$ cat config.mk
export PLATFORM = sky130hd
export DESIGN_NAME = demux_using_reg
export DESIGN_NICKNAME = d
export VERILOG_FILES = /design/src/rtl/demux_pkg.sv /design/src/rtl/demux_slot.sv /design/src/rtl/demux_using_reg.sv
export SDC_FILE = /design/constraint.sdc
export NUM_CORES = 1
export LEC_CHECK = 0
export BUFFER_PORTS_ARGS = -buffer_cell sky130_fd_sc_hd__buf_2
export CAP_MARGIN = 5
export CORE_AREA = 3 3 40 42
export CTS_BUF_LIST = sky130_fd_sc_hd__clkbuf_4 sky130_fd_sc_hd__clkbuf_8 sky130_fd_sc_hd__clkbuf_16
export DETAILED_ROUTE_END_ITERATION = 16
export DIE_AREA = 0 0 43 45
export PLACE_DENSITY = 0.5
export SLEW_MARGIN = 20
export SYNTH_ARGS = -nofsm -noshare
export SYNTH_HDL_FRONTEND = slang
export SYNTH_SLANG_ARGS = --single-unit
$ cat constraint.sdc
create_clock -name clk -period 1.6 [get_ports clk]
set_input_delay 0.32 -clock clk [delete_from_list [all_inputs] [get_ports clk]]
set_output_delay 0.32 -clock clk [all_outputs]
set_load 0.03 [all_outputs]
$ cat src/rtl/demux_pkg.sv
// -----------------------------------------------------------------------------
// demux_pkg
// Shared types and constants for the registered stream demultiplexer.
//   slot_state_e : per-slot holding register state (EMPTY / FULL)
//   XFER_CNT_W   : width of the optional accepted-transfer counter
//   sel_width()  : select width for a given slot count (never below 1)
// -----------------------------------------------------------------------------
package demux_pkg;

    typedef enum logic {
        SLOT_EMPTY = 1'b0,
        SLOT_FULL  = 1'b1
    } slot_state_e;

    localparam int XFER_CNT_W = 16;

    function automatic int sel_width(input int nout);
        return (nout <= 2) ? 1 : $clog2(nout);
    endfunction

endpackage : demux_pkg

$ cat src/rtl/demux_slot.sv
// -----------------------------------------------------------------------------
// demux_slot
// One output lane of the demultiplexer: a single-entry holding register with
// a valid/ready handshake towards its consumer.
//   clk, rst_n : clock, asynchronous active-low reset
//   load       : capture load_data this cycle (top guarantees the slot is
//                empty or being drained in the same cycle)
//   load_data  : word to capture
//   out_ready  : consumer takes the held word
//   valid      : slot holds a word
//   data       : held word (keeps last value when empty)
// -----------------------------------------------------------------------------
module demux_slot
    import demux_pkg::*;
#(
    parameter int WIDTH = 1
) (
    input  logic             clk,
    input  logic             rst_n,
    input  logic             load,
    input  logic [WIDTH-1:0] load_data,
    input  logic             out_ready,
    output logic             valid,
    output logic [WIDTH-1:0] data
);

    slot_state_e      state_q, state_d;
    logic [WIDTH-1:0] data_q,  data_d;

    // NOTE: every variable gets a default before any branch so no path leaves
    // it unassigned; otherwise synthesis infers a latch.
    always_comb begin
        state_d = state_q;
        data_d  = data_q;
        if (load) begin
            // A load into a FULL slot only happens alongside out_ready, so the
            // slot stays FULL with the new word and no bubble is inserted.
            state_d = SLOT_FULL;
            data_d  = load_data;
        end else if (state_q == SLOT_FULL && out_ready) begin
            state_d = SLOT_EMPTY;
        end
    end

    // NOTE: state registers use non-blocking assignments so every flop
    // samples its pre-edge inputs regardless of block ordering.
    always_ff @(posedge clk or negedge rst_n) begin
        if (!rst_n) begin
            state_q <= SLOT_EMPTY;
            // NOTE: the data register is reset as well, because the block
            // must present dout=0 while in reset.
            data_q  <= '0;
        end else begin
            state_q <= state_d;
            data_q  <= data_d;
        end
    end

    assign valid = (state_q == SLOT_FULL);
    assign data  = data_q;

endmodule : demux_slot

$ cat src/rtl/demux_using_reg.sv
// -----------------------------------------------------------------------------
// demux_using_reg
// Registered 1-to-NOUT stream demultiplexer. Each accepted word is routed to
// the slot chosen by sel and appears there one cycle later.
//   clk, rst_n : clock, asynchronous active-low reset
//   din, sel   : input word and destination slot index
//   in_valid   : din/sel valid
//   in_ready   : word can be accepted this cycle (combinational from slot
//                state, sel and out_ready only)
//   dout       : slot k at bits [k*WIDTH +: WIDTH]
//   out_valid  : slot k holds a word
//   out_ready  : consumer k takes its word
//   sel_err    : sticky, an out-of-range sel was accepted (and discarded)
// Optional (macro DEMUX_XFER_COUNT_EN):
//   xfer_cnt   : saturating count of accepts with an in-range sel
// -----------------------------------------------------------------------------
module demux_using_reg
    import demux_pkg::*;
#(
    parameter  int WIDTH = 1,
    parameter  int NOUT  = 2,
    localparam int SELW  = sel_width(NOUT)
) (
    input  logic                  clk,
    input  logic                  rst_n,
    input  logic [WIDTH-1:0]      din,
    input  logic [SELW-1:0]       sel,
    input  logic                  in_valid,
    output logic                  in_ready,
    output logic [NOUT*WIDTH-1:0] dout,
    output logic [NOUT-1:0]       out_valid,
    input  logic [NOUT-1:0]       out_ready,
    output logic                  sel_err
`ifdef DEMUX_XFER_COUNT_EN
    ,
    output logic [XFER_CNT_W-1:0] xfer_cnt
`endif
);

    logic [NOUT-1:0] load;
    logic            sel_ok;
    logic            accept;
    logic            sel_err_q, sel_err_d;

    // Decode sel against each slot index. An unmatched sel (only possible
    // when NOUT is not a power of two) is always ready so it drains.
    always_comb begin
        sel_ok   = 1'b0;
        in_ready = 1'b1;
        load     = '0;
        for (int k = 0; k < NOUT; k++) begin
            if (sel == SELW'(k)) begin
                sel_ok   = 1'b1;
                in_ready = ~out_valid[k] | out_ready[k];
            end
        end
        accept = in_valid & in_ready;
        for (int k = 0; k < NOUT; k++) begin
            load[k] = accept & (sel == SELW'(k));
        end
    end

    for (genvar k = 0; k < NOUT; k++) begin : g_slot
        demux_slot #(.WIDTH(WIDTH)) u_slot (
            .clk       (clk),
            .rst_n     (rst_n),
            .load      (load[k]),
            .load_data (din),
            .out_ready (out_ready[k]),
            .valid     (out_valid[k]),
            .data      (dout[k*WIDTH +: WIDTH])
        );
    end

    always_comb begin
        sel_err_d = sel_err_q | (accept & ~sel_ok);
    end

    always_ff @(posedge clk or negedge rst_n) begin
        if (!rst_n) sel_err_q <= 1'b0;
        else        sel_err_q <= sel_err_d;
    end

    assign sel_err = sel_err_q;

`ifdef DEMUX_XFER_COUNT_EN
    logic [XFER_CNT_W-1:0] xfer_cnt_q, xfer_cnt_d;

    always_comb begin
        xfer_cnt_d = xfer_cnt_q;
        if (accept && sel_ok && (xfer_cnt_q != '1)) begin
            xfer_cnt_d = xfer_cnt_q + 1'b1;
        end
    end

    always_ff @(posedge clk or negedge rst_n) begin
        if (!rst_n) xfer_cnt_q <= '0;
        else        xfer_cnt_q <= xfer_cnt_d;
    end

    assign xfer_cnt = xfer_cnt_q;
`endif

endmodule : demux_using_reg

==> key figures, run 1 <==
Setup path
  – CP Max Fanout: 3
  – Crit path DAT: 1.10 ns
  – CP max-delay cell: dfrtp_1
  – Flop2flop setup slack: 0.57 ns
  – Crit-path max cell delay: 0.40 ns
  – CP Launch Type: flop
  – Crit-path cells: nand2b_4, nor2_1, a21oi_1, buf_2
  – Worst setup EP type: primary output
  – WS Path Type: reg -> out
  – Worst Path Required: 1.28 ns

Final layout
  – Fin util: 0.252
  – Register area: 100 um2
  – Layout cells sized above 1: 0.656
  – Area delta synth->final: 27.0%
  – Nets: 41
  – Area taken by multi-input logic gates: 114 um2
  – Fillers: 149
  – Ant. Diodes: 0

Synth
  – Post-synthesis register bit count: 4
  – Syn avg cell area: 11.6 um2
  – Synthesized instance count: 22
  – Mapped cell area: 255 um2
  – Post-synth net total: 29
  – Synth Warn #: 0
  – Unique masters post-synth: 14
  – Register area share after synthesis: 0.392

Power
  – Power Dens Cells: 1080 nW/um2
  – Maximum ir drop on the vdd rail: 0.412 mV
  – Leakage: 0.174 nW
  – Total Power: 0.000350 W

STA
  – F_max: 0.706 GHz
  – Tcrit/Tclk final: 0.885
  – Worst Skew: 0.00138 ns
  – Setup TNS: 0 ns
  – Final worst path period need: 1.42 ns
  – # setup viols final: 0
  – Final slew viol count: 0
  – Final Hold Fails: 0
  – Final hold slack: 0.341 ns
  – Unrepaired setup endpoints after global routing: false

Floorplanning
  – Site Rows: 13
  – Die H: 45 um
  – Ports: 13
  – Initial core utilization: 0.199
  – Core area: 1280 um2
  – Die ar.: 1940 um2
  – Die Width: 43 um

Drt
  – Routed Wire Length: 438 um
  – DRT iter0 DRCs: 3
  – DRC viols: 0
  – Wire per inst: 9.32 um
  – Initial DRT Pass Iterations: 3
  – Final ANT Viol Nets: 0
  – Vias after detailed routing: 169
  – Drt via density: 3.60

Outcome
  – Status: finished clean

Global route
  – Global-route wire length before repair: 772 um
  – Initial antenna violation count: 0
  – Largest net degree at the start of global routing: 6
  – Vias in the first global route: 180
  – Total gr overflow: 0
  – Total GRT Usage: 0.0644

Job
  – Max Cap Viol: 0

Clock tree
  – H-tree levels: 1
  – PostCTS Resize Cnt: 0
  – Num Clock Sinks: 4
  – Clock slew at reported path FFs: 0.04 ns
  – CTS root buf: clkbuf_4
  – CTS tree: done
  – Cts bufs inserted: 3
  – Clock tree buffer depth: 2
  – Clock latency on the worst-skew pair: 0.23 ns

Min path
  – Worst Hold Class: in -> reg

Placement
  – DPL Wire Length: 371 um
  – # port buffers: 11
  – GPL Wtd Cong: 0.623
-- stage by stage --
stage          cells  instance area (um2)  setup WS, ns
6_report          47                  324         0.184
5_1_grt           47                  324        0.0906
4_1_cts           47                  324         0.159
3_5_place_dp      43                  292         0.393
3_3_place_gp      43                  292         0.411
2_1_floorplan     22                  255         0.284
-- path summary, 6_finish.rpt --
check | start | end | cells after the start
setup / recovery | g_slot[0].u_slot.valid$_DFFE_PN0P_ | in_ready | 4
hold / removal | din | g_slot[1].u_slot.data$_DFFE_PN0P_ | 2
setup reg to reg | g_slot[1].u_slot.valid$_DFFE_PN0P_ | g_slot[1].u_slot.data$_DFFE_PN0P_ | 3
min in group asynchronous | rst_n | g_slot[1].u_slot.valid$_DFFE_PN0P_ | 2
hold reg to reg | g_slot[1].u_slot.data$_DFFE_PN0P_ | g_slot[1].u_slot.data$_DFFE_PN0P_ | 1
max in group asynchronous | rst_n | g_slot[0].u_slot.data$_DFFE_PN0P_ | 2
-- logic make-up (layout without fill, tap and decap cells) --
| group | count (synthesis) | after routing | share of synthesized area |
|---|---|---|---|
| flops | 4 | 4 | 0.392 |
| mux | 2 | 2 | 0.118 |
| compound gates | 2 | 2 | 0.0392 |
| other cells | 1 | 1 | 0.0147 |
| simple gates | 7 | 7 | 0.275 |
| buf+inv | 6 | 16 | 0.162 |
-- layout make-up --
type                       instances  share of cell area
multi-input combinational         12               0.351
clock buffer                       3              0.0695
timing repair buffer              12               0.201
tap                               15              0.0579
inverter                           1              0.0116
sequential                         4               0.309
-- synth_stat cells --
cell type / count / area, um2
nor2_1: 1 / 3.75
a21oi_1: 1 / 5.00
buf_4: 5 / 37.5
nor2_2: 1 / 6.26
nand2b_1: 1 / 6.26
inv_1: 1 / 3.75
conb_1: 1 / 3.75
nand2b_4: 1 / 13.8
o21ai_0: 1 / 5.00
mux2_4: 2 / 30.0
nand2_2: 1 / 6.26
nand3b_4: 1 / 20.0
dfrtp_1: 4 / 100
nor2b_4: 1 / 13.8
-- worst max-delay path, delay by kind of cell (launching register included) --
family / cells / cell delay [ns]
buffers and inverters: 1 / 0.21
AOI/OAI and AO/OA: 1 / 0.11
and+or+nand+nor: 2 / 0.14
DFF: 1 / 0.40
-- cells in the final DEF (no fill, tap or decap) --
cell type / n
nor2_2: 1
buf_2: 11
clkbuf_4: 3
a21oi_1: 1
nand2b_4: 1
conb_1: 1
o21ai_0: 1
mux2_4: 2
nand3b_4: 1
nor2b_4: 1
dlygate4sd3_1: 1
nor2_1: 1
inv_1: 1
dfrtp_1: 4
nand2b_1: 1
nand2_2: 1
-- layer usage --
layer  global-route usage  routed length (um)  up-vias
met5                    0                   0        -
met4               0.0361                   0        0
met3               0.0717                  69        0
met2               0.0898                 192       12
met1               0.0561                 176       74
li1                     -                   -       83
-- flip-flops by register name (all words and copies together), names as in the netlist --
register,count
g_slot.u_slot.data,2
g_slot.u_slot.valid,2
-- where the power goes --
| part | internal [W] | switching [W] |
|---|---|---|
| registers | 0.000115 | 0.00000817 |
| logic | 0.0000414 | 0.0000582 |
| clock network | 0.0000840 | 0.0000428 |
| total | 0.000241 | 0.000109 |
-- repair_timing --
item                                   4_1_cts  5_1_grt
setup buffers                                0        0
endpoints found under the hold margin        4        0
hold buffers                                 1        0
No activity file was read; power rests on OpenSTA's default activity.
==> run 2: changes to the inputs <==
--- a/config.mk
+++ b/config.mk
@@ -5,13 +5,14 @@
 export SDC_FILE = /design/constraint.sdc
 export NUM_CORES = 1
 export LEC_CHECK = 0
+export ABC_AREA = 1
 export BUFFER_PORTS_ARGS = -buffer_cell sky130_fd_sc_hd__buf_2
 export CAP_MARGIN = 5
 export CORE_AREA = 3 3 40 42
 export CTS_BUF_LIST = sky130_fd_sc_hd__clkbuf_4 sky130_fd_sc_hd__clkbuf_8 sky130_fd_sc_hd__clkbuf_16
 export DETAILED_ROUTE_END_ITERATION = 16
 export DIE_AREA = 0 0 43 45
-export PLACE_DENSITY = 0.5
+export PLACE_DENSITY = 0.48
 export SLEW_MARGIN = 20
 export SYNTH_ARGS = -nofsm -noshare
 export SYNTH_HDL_FRONTEND = slang
==> constraint.sdc (replaced) <==
create_clock -name clk -period 1.4 [get_ports clk]
set_input_delay 0.28 -clock clk [delete_from_list [all_inputs] [get_ports clk]]
set_output_delay 0.28 -clock clk [all_outputs]
set_load 0.03 [all_outputs]
==> key figures, run 2 <==
Setup path
  – Worst Path Required: 1.12 ns
  – Flop2flop setup slack: 0.61 ns
  – Worst r2r src: g_slot[1].u_slot.valid$_DFFE_PN0P_
  – Crit path DAT: 1.01 ns
  – FF-to-FF End: g_slot[1].u_slot.data$_DFFE_PN0P_
  – Worst setup EP type: primary output
  – FF-to-FF path depth: 4
  – WS Path Type: reg -> out
  – CP Max Fanout: 4
  – CP Launch Type: flop

Drt
  – Drt via density: 3.42
  – Wire per inst: 8.38 um
  – Final ANT Viol Nets: 0
  – Vias after detailed routing: 181
  – Routed Wire Length: 444 um
  – DRT iter0 DRCs: 7
  – DRC viols: 0
  – Initial DRT Pass Iterations: 4

Floorplanning
  – Ports: 13
  – Die H: 45 um
  – Initial core utilization: 0.176
  – Site Rows: 13
  – Die ar.: 1940 um2
  – Core area: 1280 um2
  – Die Width: 43 um

Global route
  – Total gr overflow: 0
  – Vias in the first global route: 171
  – Initial antenna violation count: 0
  – Largest net degree at the start of global routing: 5
  – Global-route wire length before repair: 690 um
  – Total GRT Usage: 0.0560

STA
  – Unrepaired setup endpoints after global routing: false
  – Worst Skew: 0.0000273 ns
  – Tcrit/Tclk final: 0.921
  – # setup viols final: 0
  – Setup TNS: 0 ns
  – Final Hold Fails: 0
  – F_max: 0.776 GHz
  – Final slew viol count: 0
  – Final worst path period need: 1.29 ns

Final layout
  – Most common cell after layout, fill and taps aside: buf_2
  – Fin util: 0.230
  – Layout cells sized above 1: 0.474
  – Nets: 47
  – Ant. Diodes: 0
  – Area delta synth->final: 30.4%
  – Leading cell types in the layout, fill and taps excluded: 11 x buf_2, 9 x nand2_1, 4 x dfrtp_1

Synth
  – Post-synth EDFFs: 0
  – FFs w/ async S/R, synth: 1.00
  – Area leader, netlist: dfrtp_1
  – Synthesized instance count: 28
  – Post-synth net total: 35
  – Post-synth top cells: 9 x nand2_1, 5 x buf_4, 4 x dfrtp_1
  – Mapped cell area: 226 um2
  – Top_reg_cell synth: dfrtp_1
  – Synth area leaders: dfrtp_1 44%, buf_4 17%, nand2_1 15%, nand2_2 5.5%, nand4_1 5.5%
  – Register area share after synthesis: 0.442
  – Post-synthesis register bit count: 4
  – Synth Warn #: 0
  – Yosys top cell area share: 0.442
  – Most frequent cell after synthesis: nand2_1
  – Syn avg cell area: 8.09 um2
  – Unique masters post-synth: 10

Min path
  – Worst Hold Class: in -> reg
  – Hold_sp: din
  – Worst Hold Depth: 3
  – Hold Path End: g_slot[0].u_slot.data$_DFFE_PN0P_

Power
  – Sequential Power Share: 0.362
  – Maximum ir drop on the vdd rail: 0.244 mV
  – Comb power frac: 0.261
  – Power Dens Cells: 1300 nW/um2
  – Pint: 0.000258 W
  – Switching power: 0.000126 W
  – Sw Share: 0.328
  – Clk pwr share: 0.378
  – Leakage: 0.176 nW

Clock tree
  – Num Clock Sinks: 4
  – Cts bufs inserted: 3
  – H-tree levels: 1
  – Clock slew at reported path FFs: 0.04 ns
  – PostCTS Resize Cnt: 0
  – Post-CTS Repair Setup Buffers: 0
  – Clock latency on the worst-skew pair: 0.23 ns
  – Clock tree buffer depth: 2
  – CTS tree: done
  – CTS root buf: clkbuf_4

Placement
  – GPL Wtd Cong: 0.670
  – # port buffers: 11
  – DPL Wire Length: 353 um

Outcome
  – Status: finished clean

Job
  – Max Cap Viol: 0
[run 2: cell count changes in the layout (fill, tap and decap cells not counted), sizes merged]
| cell | delta |
|---|---|
| nand3 | +2 |
| o21ai | -1 |
| mux2 | -2 |
| inv | +2 |
| nand2 | +10 |
| a21oi | -1 |
| nand4 | +2 |
| nor2 | -2 |
| nand2b | -2 |
| nor2b | -1 |
| nand3b | -1 |
[run 2: worst max-delay path, stage by stage (launching register included)]
cell	delay (ns)
dfrtp_1	0.37
nand2_2	0.11
nand2_1	0.06
nand2_1	0.05
buf_2	0.19
[run 2: worst max-delay path by stage]
stage / start / endpoint / slack [ns] / cells after the start
floorplan: g_slot[0].u_slot.valid$_DFFE_PN0P_ / in_ready / 0.40 / 3
global placement: out_ready[0] / in_ready / 0.35 / 6
detailed placement: out_ready[1] / in_ready / 0.34 / 6
CTS: g_slot[1].u_slot.valid$_DFFE_PN0P_ / in_ready / 0.1 / 4
global route: g_slot[0].u_slot.valid$_DFFE_PN0P_ / in_ready / 0.04 / 4
finish: g_slot[0].u_slot.valid$_DFFE_PN0P_ / in_ready / 0.11 / 4
[run 2: power groups by stage]
stage / sequential, W / combinational, W / clock (W)
after floorplan: 0.000140 / 0.0000891 / 0
after global placement: 0.000141 / 0.0000990 / 0
after detailed placement: 0.000141 / 0.0000992 / 0
after CTS: 0.000139 / 0.000102 / 0.000152
after global routing: 0.000141 / 0.000111 / 0.000153
final: 0.000139 / 0.000100 / 0.000145
[run 2: final cells by class]
type	instances	area, um2
tap	15	18.8
inverter	3	11.3
clock buffer	3	22.5
timing repair buffer	12	65.1
fill	158	990
multi-input combinational	16	77.6
sequential	4	100
[run 2: metrics by stage]
step / hold WS, ns / total power (W) / instances / setup WS [ns] / instance area [um2]
2_1_floorplan: -0.0156 / 0.000229 / 28 / 0.401 / 226
3_3_place_gp: 0.0900 / 0.000240 / 49 / 0.346 / 263
3_5_place_dp: 0.0902 / 0.000240 / 49 / 0.343 / 263
4_1_cts: 0.316 / 0.000394 / 53 / 0.0986 / 295
5_1_grt: 0.348 / 0.000406 / 53 / 0.0410 / 295
6_report: 0.319 / 0.000384 / 53 / 0.111 / 295
[run 2: kinds of logic (layout without fill, tap and decap cells)]
family	after synthesis	count (layout)	synth area share
DFF	4	4	0.442
other	1	1	0.0166
and+or+nand+nor	15	15	0.326
buffers and inverters	8	18	0.215
[run 2: layer usage]
metal | global-route usage | up-vias | routed length [um]
met2 | 0.0599 | 9 | 183
met1 | 0.0634 | 72 | 211
met3 | 0.0120 | 0 | 48
li1 | - | 100 | -
met5 | 0 | - | 0
met4 | 0.108 | 0 | 0
[run 2: timing repair]
item | 4_1_cts | 5_1_grt
hold buffers | 1 | 0
endpoints found under the setup margin | 0 | 0
hold endpoints to repair | 4 | 0
